===== src/rtl/imem_arbiter.sv =====
// imem_arbiter: shares the single instruction-memory port between the core
// fetch path (reads) and the program loader (writes).
// Ports:
//   clk, rst                         clock, synchronous active-high reset
//   fetch_req_i/fetch_addr_i         fetch request and byte address
//   fetch_gnt_o                      fetch accepted (combinational)
//   fetch_valid_o/_instr_o/_err_o    registered fetch response
//   load_req_i/_addr_i/_data_i       loader write request
//   load_gnt_o                       load accepted (combinational)
//   load_err_o                       pulse: previous granted load was dropped
//   load_count_o                     saturating count of committed loads
//   boot_done_i                      loader finished pulse (BOOT -> RUN)
//   core_stall_o                     core must hold its PC
//   state_o                          0 BOOT, 1 RUN
//   mem_addr_o/_we_o/_wdata_o        memory port, mem_rdata_i combinational read data
module imem_arbiter #(
    parameter int unsigned DEPTH_WORDS = 1024,
    parameter int unsigned STARVE_MAX  = 4
) (
    input  logic        clk,
    input  logic        rst,
    input  logic        fetch_req_i,
    input  logic [31:0] fetch_addr_i,
    output logic        fetch_gnt_o,
    output logic        fetch_valid_o,
    output logic [31:0] fetch_instr_o,
    output logic        fetch_err_o,
    input  logic        load_req_i,
    input  logic [31:0] load_addr_i,
    input  logic [31:0] load_data_i,
    output logic        load_gnt_o,
    output logic        load_err_o,
    output logic [15:0] load_count_o,
    input  logic        boot_done_i,
    output logic        core_stall_o,
    output logic [1:0]  state_o,
    output logic [31:0] mem_addr_o,
    output logic        mem_we_o,
    output logic [31:0] mem_wdata_o,
    input  logic [31:0] mem_rdata_i
);

    localparam logic [31:0] NOP_INSTR = 32'h0000_0013;
    localparam int unsigned STARVE_W  = ($clog2(STARVE_MAX + 1) > 3) ? $clog2(STARVE_MAX + 1) : 3;

    typedef enum logic [1:0] {
        ST_BOOT = 2'd0,
        ST_RUN  = 2'd1
    } state_t;

    state_t              state;
    state_t              state_nxt;
    logic [STARVE_W-1:0] starve_cnt;
    logic                load_forced;
    logic                fetch_legal;
    logic                load_legal;

    // Word-aligned and inside the memory.
    function automatic logic addr_legal(input logic [31:0] addr);
        return (addr[1:0] == 2'b00) && ({2'b00, addr[31:2]} < 32'(DEPTH_WORDS));
    endfunction

    assign fetch_legal = addr_legal(fetch_addr_i);
    assign load_legal  = addr_legal(load_addr_i);
    assign state_o     = state;

    // State register.
    always_ff @(posedge clk) begin
        if (rst) begin
            state <= ST_BOOT;
        end else begin
            state <= state_nxt;
        end
    end

    // Next state: BOOT leaves on boot_done_i; RUN is left only by reset.
    always_comb begin
        state_nxt = state;
        if ((state == ST_BOOT) && boot_done_i) begin
            state_nxt = ST_RUN;
        end
    end

    // Grants, stall and memory port mux.
    always_comb begin
        fetch_gnt_o  = 1'b0;
        load_gnt_o   = 1'b0;
        core_stall_o = 1'b1;
        load_forced  = 1'b0;
        mem_addr_o   = 32'h0;
        mem_wdata_o  = 32'h0;
        mem_we_o     = 1'b0;
        if (!rst) begin
            if (state == ST_BOOT) begin
                load_gnt_o = load_req_i;
            end else begin
                // A load refused STARVE_MAX times in a row overrides fetch priority.
                load_forced  = load_req_i && (starve_cnt == STARVE_W'(STARVE_MAX));
                load_gnt_o   = load_req_i && (!fetch_req_i || load_forced);
                fetch_gnt_o  = fetch_req_i && !load_forced;
                core_stall_o = (fetch_req_i && !fetch_gnt_o) || load_forced;
            end
        end
        if (load_gnt_o) begin
            mem_addr_o  = load_addr_i;
            mem_wdata_o = load_data_i;
            mem_we_o    = load_legal;
        end else if (fetch_gnt_o) begin
            mem_addr_o = fetch_addr_i;
        end
    end

    // Fetch response capture, load bookkeeping and starvation counter.
    always_ff @(posedge clk) begin
        if (rst) begin
            fetch_valid_o <= 1'b0;
            fetch_instr_o <= NOP_INSTR;
            fetch_err_o   <= 1'b0;
            load_err_o    <= 1'b0;
            load_count_o  <= 16'h0;
            starve_cnt    <= '0;
        end else begin
            fetch_valid_o <= fetch_gnt_o;
            if (fetch_gnt_o) begin
                fetch_instr_o <= fetch_legal ? mem_rdata_i : NOP_INSTR;
                fetch_err_o   <= !fetch_legal;
            end
            load_err_o <= load_gnt_o && !load_legal;
            if (load_gnt_o && load_legal && (load_count_o != 16'hFFFF)) begin
                load_count_o <= load_count_o + 16'd1;
            end
            if ((state == ST_RUN) && load_req_i && !load_gnt_o) begin
                if (starve_cnt < STARVE_W'(STARVE_MAX)) begin
                    starve_cnt <= starve_cnt + STARVE_W'(1);
                end
            end else begin
                starve_cnt <= '0;
            end
        end
    end

endmodule


===== config.mk =====
export PLATFORM = sky130hd
export DESIGN_NAME = imem_arbiter
export DESIGN_NICKNAME = d
export VERILOG_FILES = /design/src/rtl/imem_arbiter.sv
export SDC_FILE = /design/constraint.sdc
export NUM_CORES = 1
export LEC_CHECK = 0
export BUFFER_PORTS_ARGS = -buffer_cell sky130_fd_sc_hd__buf_4
export CAP_MARGIN = 20
export CORE_AREA = 4 4 97 99
export DETAILED_ROUTE_END_ITERATION = 7
export DIE_AREA = 0 0 101 103
export PLACE_DENSITY = 0.77
export SLEW_MARGIN = 0
export SYNTH_ARGS = -nofsm -noshare
export SYNTH_HDL_FRONTEND = slang
export SYNTH_SLANG_ARGS = --single-unit

===== constraint.sdc =====
create_clock -name clk -period 2.8 [get_ports clk]
set_input_delay 0.56 -clock clk [delete_from_list [all_inputs] [get_ports clk]]
set_output_delay 0.56 -clock clk [all_outputs]
set_load 0.005 [all_outputs]

# After elaboration in Yosys (flattened, before gate mapping)

Index checks and enable logic that the tools add are counted.
W data, S select, Z words.

Register bits: 55
Bits of input ports: 133
Output and inout bits: 121
Logic and storage cells: 50

Add/sub/neg operators: 2
$lt $le $gt $ge: 3
Equal/unequal tests: 2
Multiplexer cells: 11
Bitwise logic cells: 1
Reduce and logical (&&, ||, !) cells: 24

Operators with widths:

| kind                    | count |
|---|---|
| $mux W32                | 4 |
| $lt A30 B11 Y1 const B  | 2 |
| $add A16 B1 Y16 const B | 1 |
| $ne A16 B16 Y1 const B  | 1 |
| $logic_and A1 B1 Y1     | 12 |
| $mux W1                 | 7 |
| $logic_not A1 Y1        | 6 |
| $logic_not A2 Y1        | 3 |
| $add A3 B1 Y3 const B   | 1 |
| $eq A3 B3 Y1 const B    | 1 |
| $lt A3 B3 Y1 const B    | 1 |
| $logic_or A1 B1 Y1      | 2 |
| $reduce_or A2 Y1        | 1 |
| $not A1 Y1              | 1 |

# Depth between registers and ports, before layout

Word-level depth: 10
Mapped depth: 10
Mapped depth without buffers: 7

# Worst setup path after synthesis

Ideal clock, no wire load.

Path type: flip-flop to output port
Start: register starve_cnt[0]
End: output mem_addr_o[16]
Arrival: 1.800 ns
Required time: 2.240 ns
Setup slack: 0.440 ns
Cell stages (with the launch flop): 9
Buffers on the path: 2
Cell sequence: dfxtp_1 > inv_1 > ha_1 > and2_2 > a21oi_1 > and2_1 > buf_2 > clkbuf_1 > a22o_2

Longest elaborated chain between the ends: 8

Ends and longest elaborated chain:

| item                   | line | source |
|---|---|---|
| from (decl)            | 53   | `logic [STARVE_W-1:0] starve_cnt;` |
| from (signal assigned) | 134  | `starve_cnt <= starve_cnt + STARVE_W'(1);` |
| $eq A3 B3 Y1 *         | 98   | `load_forced = load_req_i && (starve_cnt == STARVE_W'(STARVE_MAX));` |
| $logic_and A1 B1 Y1 *  | 98   |  |
| $logic_not A1 Y1       | 100  | `fetch_gnt_o = fetch_req_i && !load_forced;` |
| $logic_and A1 B1 Y1    | 100  |  |
| $mux W1                | 94   | `if (state == ST_BOOT) begin` |
| $mux W1                | 93   | `if (!rst) begin` |
| $mux W32               | 108  | `end else if (fetch_gnt_o) begin` |
| $mux W32 *             | 104  | `if (load_gnt_o) begin` |
| to (decl)              | 37   | `output logic [31:0] mem_addr_o,` |

Mark *: on every way between the ends. The rest lies on a longest branch, timed or not.

# Worst setup path in the final report

Same ends and word-level chain as after synthesis.

==> results.py <==
metrics = {
    "synth": {
        "synthMuxAreaShare_pct": 2.29,
        "synth_cell_type_count": 48,
        "syn-num-nets": 448,
        "synthCells": 312,
        "synthTopCellsByArea": "dfxtp_1 (39%), a22o_1 (19%), and2_1 (7.7%)",
        "seq_area_frac_synth_pct": 38.8,
        "synth-compound-area-share_pct": 24.5,
        "yosysWarnings": 0,
        "synthAdderAreaFrac_pct": 1.32,
        "synth_seq_cells": 55,
        "synth_area_leader_cell": "dfxtp_1",
        "synth_top_family_by_area": "simple AND/OR/NAND/NOR gates",
        "yosys.area_share.simple_pct": 26.7,
        "netlist_area_mm2": 0.00284,
        "synthXorXnorAreaFrac_pct": 0.927,
        "avgSynthCellArea_um2": 9.09,
        "synth_top_cell_area_share_pct": 38.8,
    },
    "min_path": {
        "hold_path_startpoint": "rst",
        "hold_path_class": "in2reg",
        "worstHoldEndpoint": "state_o[0]$_SDFFE_PP0P_",
        "holdPathStages": 2,
    },
    "worst_setup_path": {
        "r2r-start": "starve_cnt[0]$_SDFFE_PP0N_",
        "r2r-end": "load_count_o[5]$_SDFFE_PP0P_",
        "crit_slowest_cell": "dfxtp_1",
        "path_common_cell": "inv_1",
        "required_ns": 2.24,
        "crit_chain": "inv_1 > ha_1 > and2_2 > o21ai_1 > inv_1 > buf_6 > a22o_2 > buf_4",
        "r2r_setup_slack_ns": 0.70,
        "crit_path_max_incr_delay_ns": 0.39,
        "cp.arrival_ns": 2.11,
        "r2r_cells": 7,
        "cp_max_fo": 52,
        "startpoint_type": "flip-flop",
        "criticalPathCategory": "reg2out",
        "end_kind": "output pin",
    },
    "grt": {
        "grt_use_total_pct": 19.7,
        "grt-ovfl-total": 0,
        "grt_pass1_vias": 3234,
        "grt_first_pass_wirelength_mm": 16.3,
        "antenna_found_initial": 0,
        "grt_max_degree": 53,
    },
    "routing": {
        "wl_mm": 11.1,
        "drc_errors": 0,
        "vias_per_cell": 5.07,
        "wl_per_cell_um": 16.7,
        "first_pass_iters": 4,
        "dr.first_iter.drc_count": 126,
        "drtAntennaViolNets": 0,
        "num_vias": 3364,
    },
    "timing": {
        "slew_violations": 0,
        "setup_violations": 0,
        "period_share_pct": 95.5,
        "min_period_ns": 2.67,
        "tns_ns": 0,
        "worstMarginPinSlew_ns": 0.534,
        "fmaxAchievable_ghz": 0.374,
        "hold_viol": 0,
        "slew_headroom_pct": 64.3,
        "finalClockSkew_ns": 0.0106,
    },
    "cts": {
        "cts_setup_buffers": 0,
        "postCtsResizedCells": 0,
        "cts_made_buffers": 5,
        "hold_buffers": 0,
        "cts.sink_count": 55,
        "h-tree-depth": 2,
        "clock_latency_ns": 0.31,
        "path_clk_slew_ns": 0.10,
        "clockRootBuffer": "clkbuf_8",
        "cts_tree": "done",
        "cts_max_path_buffers": 2,
    },
    "final_layout": {
        "antenna_cells": 0,
        "area.growth.synth_to_final_pct": 73.8,
        "drive_above_1_share_pct": 51.3,
        "fillCellCount": 767,
        "nNetsFinal": 691,
        "final_common_cell": "buf_4",
        "final_cell_mix": "buf_4 (256), a22o_1 (60), dfxtp_1 (55)",
        "fin_area_mm2": 0.00493,
        "final_cells": 664,
    },
    "floorplan": {
        "start_util_pct": 33.2,
        "die_h_um": 103,
        "die_width_um": 101,
        "fp.coreArea_mm2": 0.00855,
        "num_rows": 34,
        "dieArea_mm2": 0.0104,
        "io_pins": 254,
    },
    "power_and_ir_drop": {
        "power_density_mw_per_mm2": 325,
        "irDropWorstVdd_uv": 198,
        "p_leak_nw": 2.37,
    },
    "place": {
        "port_buffers": 252,
        "placed_area_mm2": 0.00482,
        "place_hpwl_mm": 9.04,
        "gp_congestion": 0.854,
        "dp.cells": 656,
    },
    "status": {
        "status": "complete, no violations",
    },
    "flow_run": {
        "drv_cap": 0,
    },
}
[per-stage QoR]
| stage | setup slack, ns | hold slack [ns] | util [%] | total power, mW |
|---|---|---|---|---|
| final | 0.127 | 0.430 | 57.6 | 1.60 |
| after global routing | -0.00490 | 0.422 | 57.6 | 1.68 |
| after CTS | 0.0534 | 0.420 | 57.5 | 1.62 |
| after detailed placement | 0.360 | 0.466 | 56.4 | 1.15 |
| after global placement | 0.368 | 0.463 | 56.4 | 1.15 |
| after floorplan | 0.440 | 0.475 | - | 0.898 |
[worst max-delay path by stage]
stage                                              end  depth (start not counted)                       start
after CTS                               mem_addr_o[16]                          8  starve_cnt[0]$_SDFFE_PP0N_
after floorplan                         mem_addr_o[16]                          8  starve_cnt[0]$_SDFFE_PP0N_
after detailed placement  load_count_o[5]$_SDFFE_PP0P_                          6             load_addr_i[13]
after global placement    load_count_o[5]$_SDFFE_PP0P_                          6             load_addr_i[30]
final                                   mem_addr_o[16]                          8  starve_cnt[0]$_SDFFE_PP0N_
after global routing                    mem_addr_o[16]                          8  starve_cnt[0]$_SDFFE_PP0N_
[flip-flops by register name, summed over array words and instances, names as in the netlist]
name / count
fetch_err_o: 1
fetch_instr_o: 32
fetch_valid_o: 1
load_count_o: 16
load_err_o: 1
starve_cnt: 3
state_o: 1
[kinds of logic after synthesis]
| family | count (synthesis) |
|---|---|
| and+or+nand+nor | 124 |
| AOI/OAI and AO/OA | 86 |
| DFF | 55 |
| buffers and inverters | 34 |
| muxes | 6 |
| adders and majority gates | 3 |
| xor gates and xnor gates | 3 |
| other | 1 |
[power breakdown]
group,internal (mW),switching (mW),total [mW]
Combinational,0.217,0.130,0.347
Clock,0.184,0.280,0.464
Sequential,0.785,0.00261,0.788
[cells in the mapped netlist, drive strengths merged]
library cell / instances
a21boi: 1
a21oi: 11
mux2i: 2
ha: 3
o31ai: 1
and2b: 1
or3: 2
a21o: 3
nand2: 13
nor2: 27
nor4b: 1
nor3: 4
or2: 1
or4: 5
o2111ai: 1
a211oi: 1
inv: 11
dfxtp: 55
and4: 2
a22o: 61
nand4: 7
a31o: 2
o21ai: 2
xor2: 1
nor2b: 4
o311ai: 1
conb: 1
xnor2: 2
and3: 2
buf: 10
nand3: 7
nor4: 11
clkbuf: 13
mux2: 4
o211ai: 1
nor3b: 1
and2: 36
o21a: 1
[layer usage]
layer | track usage [%] | vias to the layer above | part of all wire, %
met5 | 0 | - | 0
met4 | 5.01 | 0 | 1.5
met3 | 5.68 | 16 | 9.7
met2 | 35.5 | 173 | 52
met1 | 22.8 | 1546 | 37
li1 | - | 1629 | -
[cell type report]
type	instances	area [um2]	area share, %
Timing Repair Buffer	259	1960	39.9
Sequential cell	55	1100	22.3
Inverter	11	41.3	0.838
Clock buffer	5	68.8	1.40
Multi-Input combinational cell	223	1590	32.2
Tap cell	108	135	2.74
Clock inverter	3	27.5	0.559
[critical path, delay by kind of cell (launching register included)]
kind,cells,cell delay (ns)
adders and majority gates,1,0.18
buffers and inverters,4,0.51
and+or+nand+nor,1,0.21
DFF,1,0.39
AOI/OAI and AO/OA,2,0.49
(Power assumes the default switching activity.)
